<file path="config.mk">
export PLATFORM = sky130hd
export DESIGN_NAME = spmv_row_accumulator
export DESIGN_NICKNAME = d
export VERILOG_FILES = /design/src/rtl/spmv_pkg.sv /design/src/rtl/spmv_result_fifo.sv /design/src/rtl/spmv_row_accumulator.sv
export SDC_FILE = /design/constraint.sdc
export NUM_CORES = 2
export LEC_CHECK = 0
export ABC_AREA = 1
export ABC_CLOCK_PERIOD_IN_PS = 9900
export BUFFER_PORTS_ARGS = -buffer_cell sky130_fd_sc_hd__buf_2
export CAP_MARGIN = 20
export CELL_PAD_IN_SITES_DETAIL_PLACEMENT = 2
export CELL_PAD_IN_SITES_GLOBAL_PLACEMENT = 2
export CORE_MARGIN = 5
export CORE_UTILIZATION = 45
export DETAILED_ROUTE_END_ITERATION = 7
export PLACE_DENSITY_LB_ADDON = 0.1
export SLEW_MARGIN = 40
export SYNTH_ARGS = -nofsm -noshare
export SYNTH_HDL_FRONTEND = slang
export SYNTH_SLANG_ARGS = --single-unit
</file>
<file path="constraint.sdc">
create_clock -name clk -period 9.9 [get_ports clk]
set_clock_uncertainty 0.2 [all_clocks]
set_input_delay 0.495 -clock clk [delete_from_list [all_inputs] [get_ports clk]]
set_output_delay 0.495 -clock clk [all_outputs]
set_load 0.01 [all_outputs]
</file>
<file path="src/rtl/spmv_pkg.sv">
// Shared definitions for the SpMV row accumulator: default widths,
// FSM state encoding and the result record carried through the FIFO.
package spmv_pkg;

  localparam int DEF_DATA_W     = 64;
  localparam int DEF_ROW_W      = 10;
  localparam int DEF_ACC_W      = 72;
  localparam int DEF_FIFO_DEPTH = 16;

  // Row-accumulator FSM states.
  typedef logic [1:0] state_t;
  localparam state_t S_IDLE  = 2'd0;  // no row open
  localparam state_t S_OPEN  = 2'd1;  // a row is accumulating
  localparam state_t S_FLUSH = 2'd2;  // final row of a matrix is being pushed

  // One finished row as stored in the result FIFO (row in the upper bits).
  typedef struct packed {
    logic [DEF_ROW_W-1:0] row;
    logic [DEF_ACC_W-1:0] sum;
  } result_t;

endpackage

</file>
<file path="src/rtl/spmv_result_fifo.sv">
// Synchronous first-word-fall-through FIFO. The head entry is presented
// combinationally from the storage registers, so an entry written at an
// edge is visible right after that edge. A push into a full FIFO is only
// accepted when a pop happens in the same cycle.
module spmv_result_fifo #(
  parameter int WIDTH = 82,
  parameter int DEPTH = 16
) (
  input  logic                   clk,
  input  logic                   reset,
  input  logic                   push,
  input  logic [WIDTH-1:0]       push_data,
  input  logic                   pop,
  output logic [WIDTH-1:0]       pop_data,
  output logic                   full,
  output logic                   empty,
  output logic [$clog2(DEPTH):0] count
);

  localparam int AW = $clog2(DEPTH);

  logic [WIDTH-1:0] mem [DEPTH];
  logic [AW-1:0]    wr_ptr;
  logic [AW-1:0]    rd_ptr;
  logic             push_ok;
  logic             pop_ok;

  assign empty    = (count == '0);
  assign full     = (count == (AW+1)'(DEPTH));
  assign pop_ok   = pop && !empty;
  assign push_ok  = push && (!full || pop_ok);
  // Empty FIFO shows zeros so stale entries never leak onto the outputs.
  assign pop_data = empty ? '0 : mem[rd_ptr];

  // Storage write; contents need no reset because empty masks the head.
  always_ff @(posedge clk) begin
    if (push_ok) begin
      mem[wr_ptr] <= push_data;
    end
  end

  // Pointer and occupancy bookkeeping; pointers wrap naturally (power of 2).
  always_ff @(posedge clk) begin
    if (!reset) begin
      wr_ptr <= '0;
      rd_ptr <= '0;
      count  <= '0;
    end else begin
      if (push_ok) wr_ptr <= wr_ptr + 1'b1;
      if (pop_ok)  rd_ptr <= rd_ptr + 1'b1;
      if (push_ok && !pop_ok)      count <= count + 1'b1;
      else if (pop_ok && !push_ok) count <= count - 1'b1;
    end
  end

endmodule

</file>
<file path="src/rtl/spmv_row_accumulator.sv">
// Sums the product beats of each matrix row and queues one (row, sum)
// result per row. Upstream cannot be stalled, so a push into a full FIFO
// is dropped and recorded in the sticky overflow flag.
//
// Output handshake: a result transfers on every clk edge where
// out_valid && out_ready; while out_valid is high and out_ready is low,
// out_row/out_sum hold steady. out_valid never depends on out_ready.
module spmv_row_accumulator
  import spmv_pkg::*;
#(
  parameter int DATA_W     = DEF_DATA_W,
  parameter int ROW_W      = DEF_ROW_W,
  parameter int ACC_W      = DEF_ACC_W,
  parameter int FIFO_DEPTH = DEF_FIFO_DEPTH
) (
  input  logic                        clk,
  input  logic                        reset,
  input  logic                        in_valid,
  input  logic [DATA_W-1:0]           in_op1,
  input  logic [DATA_W-1:0]           in_op2,
  input  logic [ROW_W-1:0]            in_row,
  input  logic                        in_zeros,
  input  logic                        in_last,
  output logic                        out_valid,
  input  logic                        out_ready,
  output logic [ROW_W-1:0]            out_row,
  output logic [ACC_W-1:0]            out_sum,
  output logic [$clog2(FIFO_DEPTH):0] fifo_count,
  output logic                        done,
  output logic                        overflow,
  output logic                        order_err,
  output logic [1:0]                  dbg_state
);

  state_t             state;
  logic [ROW_W-1:0]   cur_row;
  logic [ACC_W-1:0]   acc;
  logic [ACC_W-1:0]   beat_sum;
  logic [ACC_W-1:0]   beat_val;
  logic               row_change;
  logic               push;
  logic               pop;
  logic               fifo_full;
  logic               fifo_empty;

  assign beat_sum = {{(ACC_W-DATA_W){in_op1[DATA_W-1]}}, in_op1}
                  + {{(ACC_W-DATA_W){in_op2[DATA_W-1]}}, in_op2};
  assign beat_val = in_zeros ? '0 : beat_sum;

  // A beat for a different row closes the open one; FLUSH closes the last row.
  assign row_change = (state == S_OPEN) && in_valid && (in_row != cur_row);
  assign push       = row_change || (state == S_FLUSH);
  assign pop        = out_valid && out_ready;
  assign done       = (state == S_FLUSH);
  assign out_valid  = !fifo_empty;
  assign dbg_state  = state;

  // Row FSM, accumulator and sticky error flags.
  always_ff @(posedge clk) begin
    if (!reset) begin
      state     <= S_IDLE;
      cur_row   <= '0;
      acc       <= '0;
      overflow  <= 1'b0;
      order_err <= 1'b0;
    end else begin
      if (push && fifo_full && !pop)            overflow  <= 1'b1;
      if (row_change && (in_row < cur_row))     order_err <= 1'b1;
      case (state)
        S_OPEN: begin
          if (in_valid) begin
            if (in_row == cur_row) begin
              acc <= acc + beat_val;
            end else begin
              cur_row <= in_row;
              acc     <= beat_val;
            end
            state <= in_last ? S_FLUSH : S_OPEN;
          end
        end
        default: begin
          // IDLE and FLUSH both open a fresh row on a new beat.
          if (in_valid) begin
            cur_row <= in_row;
            acc     <= beat_val;
            state   <= in_last ? S_FLUSH : S_OPEN;
          end else begin
            state <= S_IDLE;
          end
        end
      endcase
    end
  end

  spmv_result_fifo #(
    .WIDTH (ROW_W + ACC_W),
    .DEPTH (FIFO_DEPTH)
  ) u_fifo (
    .clk       (clk),
    .reset     (reset),
    .push      (push),
    .push_data ({cur_row, acc}),
    .pop       (pop),
    .pop_data  ({out_row, out_sum}),
    .full      (fifo_full),
    .empty     (fifo_empty),
    .count     (fifo_count)
  );

endmodule
</file>
==> out/qor.csv, run 1 <==
stage,metric,value,unit
logic_synthesis,adder-cell area share of the yosys netlist,3.00,%
logic_synthesis,post-synthesis cell type count,58,
logic_synthesis,top-count cell post-synth,edfxtp_1,
logic_synthesis,Synth area leaders,"edfxtp_1 (59%), o21ai_0 (6.0%), nor2_1 (6.0%), nand2_1 (4.9%), o221ai_1 (3.4%)",
place,Routability Congestion,0.963,
logic_synthesis,Synth warnings,0,
die,die height,394,microns
logic_synthesis,syn nets,6716,
logic_synthesis,Post-Syn Area,0.0663,sq mm
logic_synthesis,mux contribution to synthesized area,0,%
run_status,status,did not finish,
logic_synthesis,Seq cells post-synth,1415,
logic_synthesis,Yosys top cell by area,edfxtp_1,
run_status,Exit stage,detailed placement,
die,Rows,140,
logic_synthesis,post-synth top area share,59.5,%
logic_synthesis,Post-synth ARST share,0,%
logic_synthesis,Synth Area per Inst,10.3,sq um
logic_synthesis,Synth top cells by count,"edfxtp_1 (1,312), nor2_1 (1,061), nand2_1 (870)",
logic_synthesis,largest family of logic cells by synthesized area,simple AND/OR/NAND/NOR gates,
logic_synthesis,Synth Instances,6415,
logic_synthesis,Simple-Gate Fraction of Synth Area,15.0,%
logic_synthesis,Post-synth EDFFs,1312,
logic_synthesis,compound-gate portion of the synthesized area,14.7,%
logic_synthesis,"Seq/Total Area, Yosys",62.6,%
die,Initial Utilization,45.4,%
run_status,Error,[ERROR DPL-0033] detailed placement checks failed during check placement.,
logic_synthesis,prevailing post-synth register cell,edfxtp_1,
logic_synthesis,Post-Synth XOR/XNOR Area,0.0925,%
place,IO buf count,236,
die,Boundary Pins,237,
place,HPWL after DPL,186000,microns
die,die width,394,microns
through the flow:
stage	setup slack, ns	hold WS (ns)	instances
3_3_place_gp	4.54	0.241	8310
2_1_floorplan	4.07	0.260	6415
cell families after synthesis:
logic type	count (synthesis)
and+or+nand+nor	2388
DFF	1415
AOI/OAI and AO/OA	1655
xor gates and xnor gates	7
adders and majority gates	157
buffers and inverters	793
==> run 2: changes to the inputs <==
--- a/config.mk
+++ b/config.mk
@@ -9,12 +9,10 @@
 export ABC_CLOCK_PERIOD_IN_PS = 9900
 export BUFFER_PORTS_ARGS = -buffer_cell sky130_fd_sc_hd__buf_2
 export CAP_MARGIN = 20
-export CELL_PAD_IN_SITES_DETAIL_PLACEMENT = 2
-export CELL_PAD_IN_SITES_GLOBAL_PLACEMENT = 2
 export CORE_MARGIN = 5
-export CORE_UTILIZATION = 45
+export CORE_UTILIZATION = 40
 export DETAILED_ROUTE_END_ITERATION = 7
-export PLACE_DENSITY_LB_ADDON = 0.1
+export PLACE_DENSITY_LB_ADDON = 0.15
 export SLEW_MARGIN = 40
 export SYNTH_ARGS = -nofsm -noshare
 export SYNTH_HDL_FRONTEND = slang
==> out/qor.csv, run 2 <==
stage,metric,value,unit,change
run_status,status,"complete, no violations",,
logic_synthesis,compound-gate portion of the synthesized area,14.7,%,unchanged
clock_tree,CTS tree,done,,
clock_tree,Worst-Skew Late Latency,0.78,ns,
logic_synthesis,Synth top cells by count,"edfxtp_1 (1,312), nor2_1 (1,061), nand2_1 (870)",,
setup_path,Critical-path top delay cell,buf_4,,
sta,maximum clock frequency,187,MHz,
setup_path,CP max stage delay,0.70,ns,
final_layout,most frequent cells in the layout,"edfxtp_1 (1,312), nor2_1 (1,043), nand2_1 (870)",,
setup_path,ordered list of cells on the worst path,buf_4 -> buf_4 -> buf_4 -> o21ai_0 -> o221ai_1 -> nand3_1 -> a21oi_1 -> buf_2,,
setup_path,crit-path most repeated cell,buf_4,,
route,Routed Antenna Nets,0,,
sta,Slew @ Worst Pin,0.892,ns,
route,via/cell ratio,5.70,,
sta,RSZ-0062 raised after global routing,no,,
sta,Tcrit/Tclk final,54.1,%,
logic_synthesis,Post-synth EDFFs,1312,,unchanged
sta,final setup fails,0,,
pwr,Flop pwr share,41.8,%,
setup_path,r2r startpoint,cur_row[8],,
route,Post-Route WL,226000,microns,
logic_synthesis,Synth Instances,6415,,unchanged
place,IO buf count,236,,unchanged
pwr,internal power,10800,uW,
final_layout,Reg area,0.0415,sq mm,
final_layout,area of the multi-input gates,0.0219,sq mm,
global_routing,initial antenna violation count,12,,
final_layout,max FFs per register,1312,,
place,HPWL after DPL,146000,microns,-22%
setup_path,r2r setup slk,5.03,ns,
route,Wirelength per Cell,25.5,microns,
pwr,Power per Cell Area,219,mW/mm^2,
clock_tree,Worst-path clk slew,0.06,ns,
clock_tree,Post-CTS Resized,0,,
die,die area,0.174,sq mm,
clock_tree,CTS Buffer Depth,3,,
sta,Post-Route Setup TNS,0,ns,
clock_tree,H-Tree Depth,4,,
setup_path,Startpoint Class,flip-flop,,
sta,Final Hold Fails,0,,
pwr,Net Sw Frac,34.2,%,
setup_path,WP data arrival,4.66,ns,
hold_path,worst min path class,in -> reg,,
logic_synthesis,Simple-Gate Fraction of Synth Area,15.0,%,unchanged
setup_path,worst-case reg-to-reg path depth,13,,
die,die width,417,microns,+5.9%
final_layout,layout cells sized above 1,10.4,%,
route,DRC,0,,
final_layout,fin nets,6871,,
global_routing,global-route wire length before repair,328000,microns,
sta,Final Worst Setup Slack,4.55,ns,
logic_synthesis,Seq cells post-synth,1415,,unchanged
final_layout,biggest regs,"u_fifo.mem (1312), acc (72), cur_row (10)",,
route,First-pass DRT Iterations,6,,
logic_synthesis,adder-cell area share of the yosys netlist,3.00,%,unchanged
die,die height,417,microns,+5.9%
sta,fin crit period,5.35,ns,
setup_path,Crit Path Category,reg -> out,,
final_layout,"commonest non-fill, non-tap cell in the layout",edfxtp_1,,
logic_synthesis,Post-synth ARST share,0,%,unchanged
sta,max-slew violation count,0,,
logic_synthesis,Post-Synth XOR/XNOR Area,0.0925,%,unchanged
clock_tree,Clock Sinks,1415,,
die,Boundary Pins,237,,unchanged
logic_synthesis,post-synth top area share,59.5,%,unchanged
logic_synthesis,Synth Area per Inst,10.3,sq um,unchanged
clock_tree,Hold Buf Count CTS,12,,
logic_synthesis,Synth warnings,0,,unchanged
hold_path,worst hold path depth,3,,
final_layout,fin cells,8873,,
place,Placed Cells incl. Taps,8596,,
logic_synthesis,top-count cell post-synth,edfxtp_1,,
logic_synthesis,Synth area leaders,"edfxtp_1 (59%), o21ai_0 (6.0%), nor2_1 (6.0%), nand2_1 (4.9%), o221ai_1 (3.4%)",,
global_routing,Global Route Usage Sum,25.3,%,
place,pre-CTS setup slack,4.69,ns,
setup_path,Crit Reg-Reg Endpoint,u_fifo.mem[13][62],,
clock_tree,TritonCTS Buffers,147,,
route,DR vias,50585,,
logic_synthesis,"Seq/Total Area, Yosys",62.6,%,unchanged
logic_synthesis,mux contribution to synthesized area,0,%,unchanged
pwr,Sw Pwr,5600,uW,
die,Initial Utilization,40.2,%,-5.1 points
hold_path,Hold Path Origin,in_valid,,
pwr,worst vdd ir,167,uV,
die,Rows,149,,+6.4%
logic_synthesis,largest family of logic cells by synthesized area,simple AND/OR/NAND/NOR gates,,
logic_synthesis,post-synthesis cell type count,58,,unchanged
logic_synthesis,prevailing post-synth register cell,edfxtp_1,,
global_routing,vias in the first global route,48333,,
route,DRT iter0 DRCs,4938,,
place,Routability Congestion,0.993,,+3.1%
run,MaxCap Viol Count,0,,
pwr,Leakage Power,0.0266,uW,
setup_path,CP Capture Type,output pin,,
setup_path,CP Max Fanout,67,,
pwr,clock share of power,32.3,%,
logic_synthesis,Yosys top cell by area,edfxtp_1,,
global_routing,Overflow after GRT,0,,
pwr,combinational power share,25.9,%,
hold_path,hold endpoint,dbg_state[1],,
global_routing,pin count of the biggest net entering global routing,190,,
die,Core ar.,0.165,sq mm,
final_layout,Filler Cell Count,15737,,
sta,Max-Slew Margin vs Limit,40.6,%,
clock_tree,Post-CTS Setup Bufs,0,,
logic_synthesis,syn nets,6716,,unchanged
setup_path,CP required,9.21,ns,
logic_synthesis,Post-Syn Area,0.0663,sq mm,unchanged
final_layout,Area Overhead vs Synth,12.5,%,
clock_tree,Clock Tree Root,clkbuf_16,,
final_layout,Top reg by flops,u_fifo.mem,,
==> run 2: kinds of logic after synthesis <==
kind of cell | count (synthesis)
flops | 1415
fa+ha+maj | 157
buf+inv | 793
compound gates | 1655
simple gates | 2388
xor+xnor | 7
==> run 2: layer usage <==
metal  GRT usage (%)  up-vias  part of all wire (%)
li1                -    23313                     -
met1            35.2    25068                    44
met2            40.8     1852                    46
met3            3.36      352                   6.3
met4            8.85        0                   3.6
met5               0        -                     0
==> run 2: power groups by stage <==
| stage | registers (uW) | clock network, uW | logic (uW) |
|---|---|---|---|
| 2_1_floorplan | 6840 | 0 | 2470 |
| 3_3_place_gp | 6960 | 0 | 4190 |
| 3_5_place_dp | 6970 | 0 | 4240 |
| 4_1_cts | 6840 | 5360 | 4260 |
| 5_1_grt | 6850 | 5610 | 4590 |
| 6_report | 6840 | 5280 | 4230 |
==> run 2: area by class of cell <==
| class | instances | area share [%] |
|---|---|---|
| multi-input combinational | 4207 | 29.3 |
| tap | 2189 | 3.67 |
| antenna | 4 | 0.0134 |
| clock buffer | 192 | 5.32 |
| inverter | 478 | 2.45 |
| sequential | 1415 | 55.7 |
| timing repair buffer | 321 | 2.80 |
| clock inverter | 67 | 0.720 |
==> run 2: worst max path at each step <==
stage	end	depth (start not counted)
6_report	out_sum[40]	8
5_1_grt	out_sum[40]	8
4_1_cts	out_sum[40]	8
3_5_place_dp	u_fifo.mem[13][52]	11
3_3_place_gp	acc[66]	27
2_1_floorplan	u_fifo.mem[11][0]	11
==> run 2: critical path, delay by kind of cell, from the launching register on <==
| family | cells | cell delay [ns] |
|---|---|---|
| buffers and inverters | 4 | 2.01 |
| flip-flops | 1 | 0.46 |
| AO/OA/AOI/OAI | 3 | 1.13 |
| AND/OR/NAND/NOR | 1 | 0.11 |
==> run 2: per-stage QoR <==
step	total power, uW	hold WS [ns]	util, %	area [sq um]
2_1_floorplan	9300	0.260	-	66300
5_1_grt	17000	0.0321	45.2	74500
4_1_cts	16500	0.00971	45.2	74500
6_report	16400	0.0521	45.2	74600
3_5_place_dp	11200	0.246	42.4	69800
3_3_place_gp	11200	0.238	42.2	69600
No activity file was read; power rests on OpenSTA's default activity.
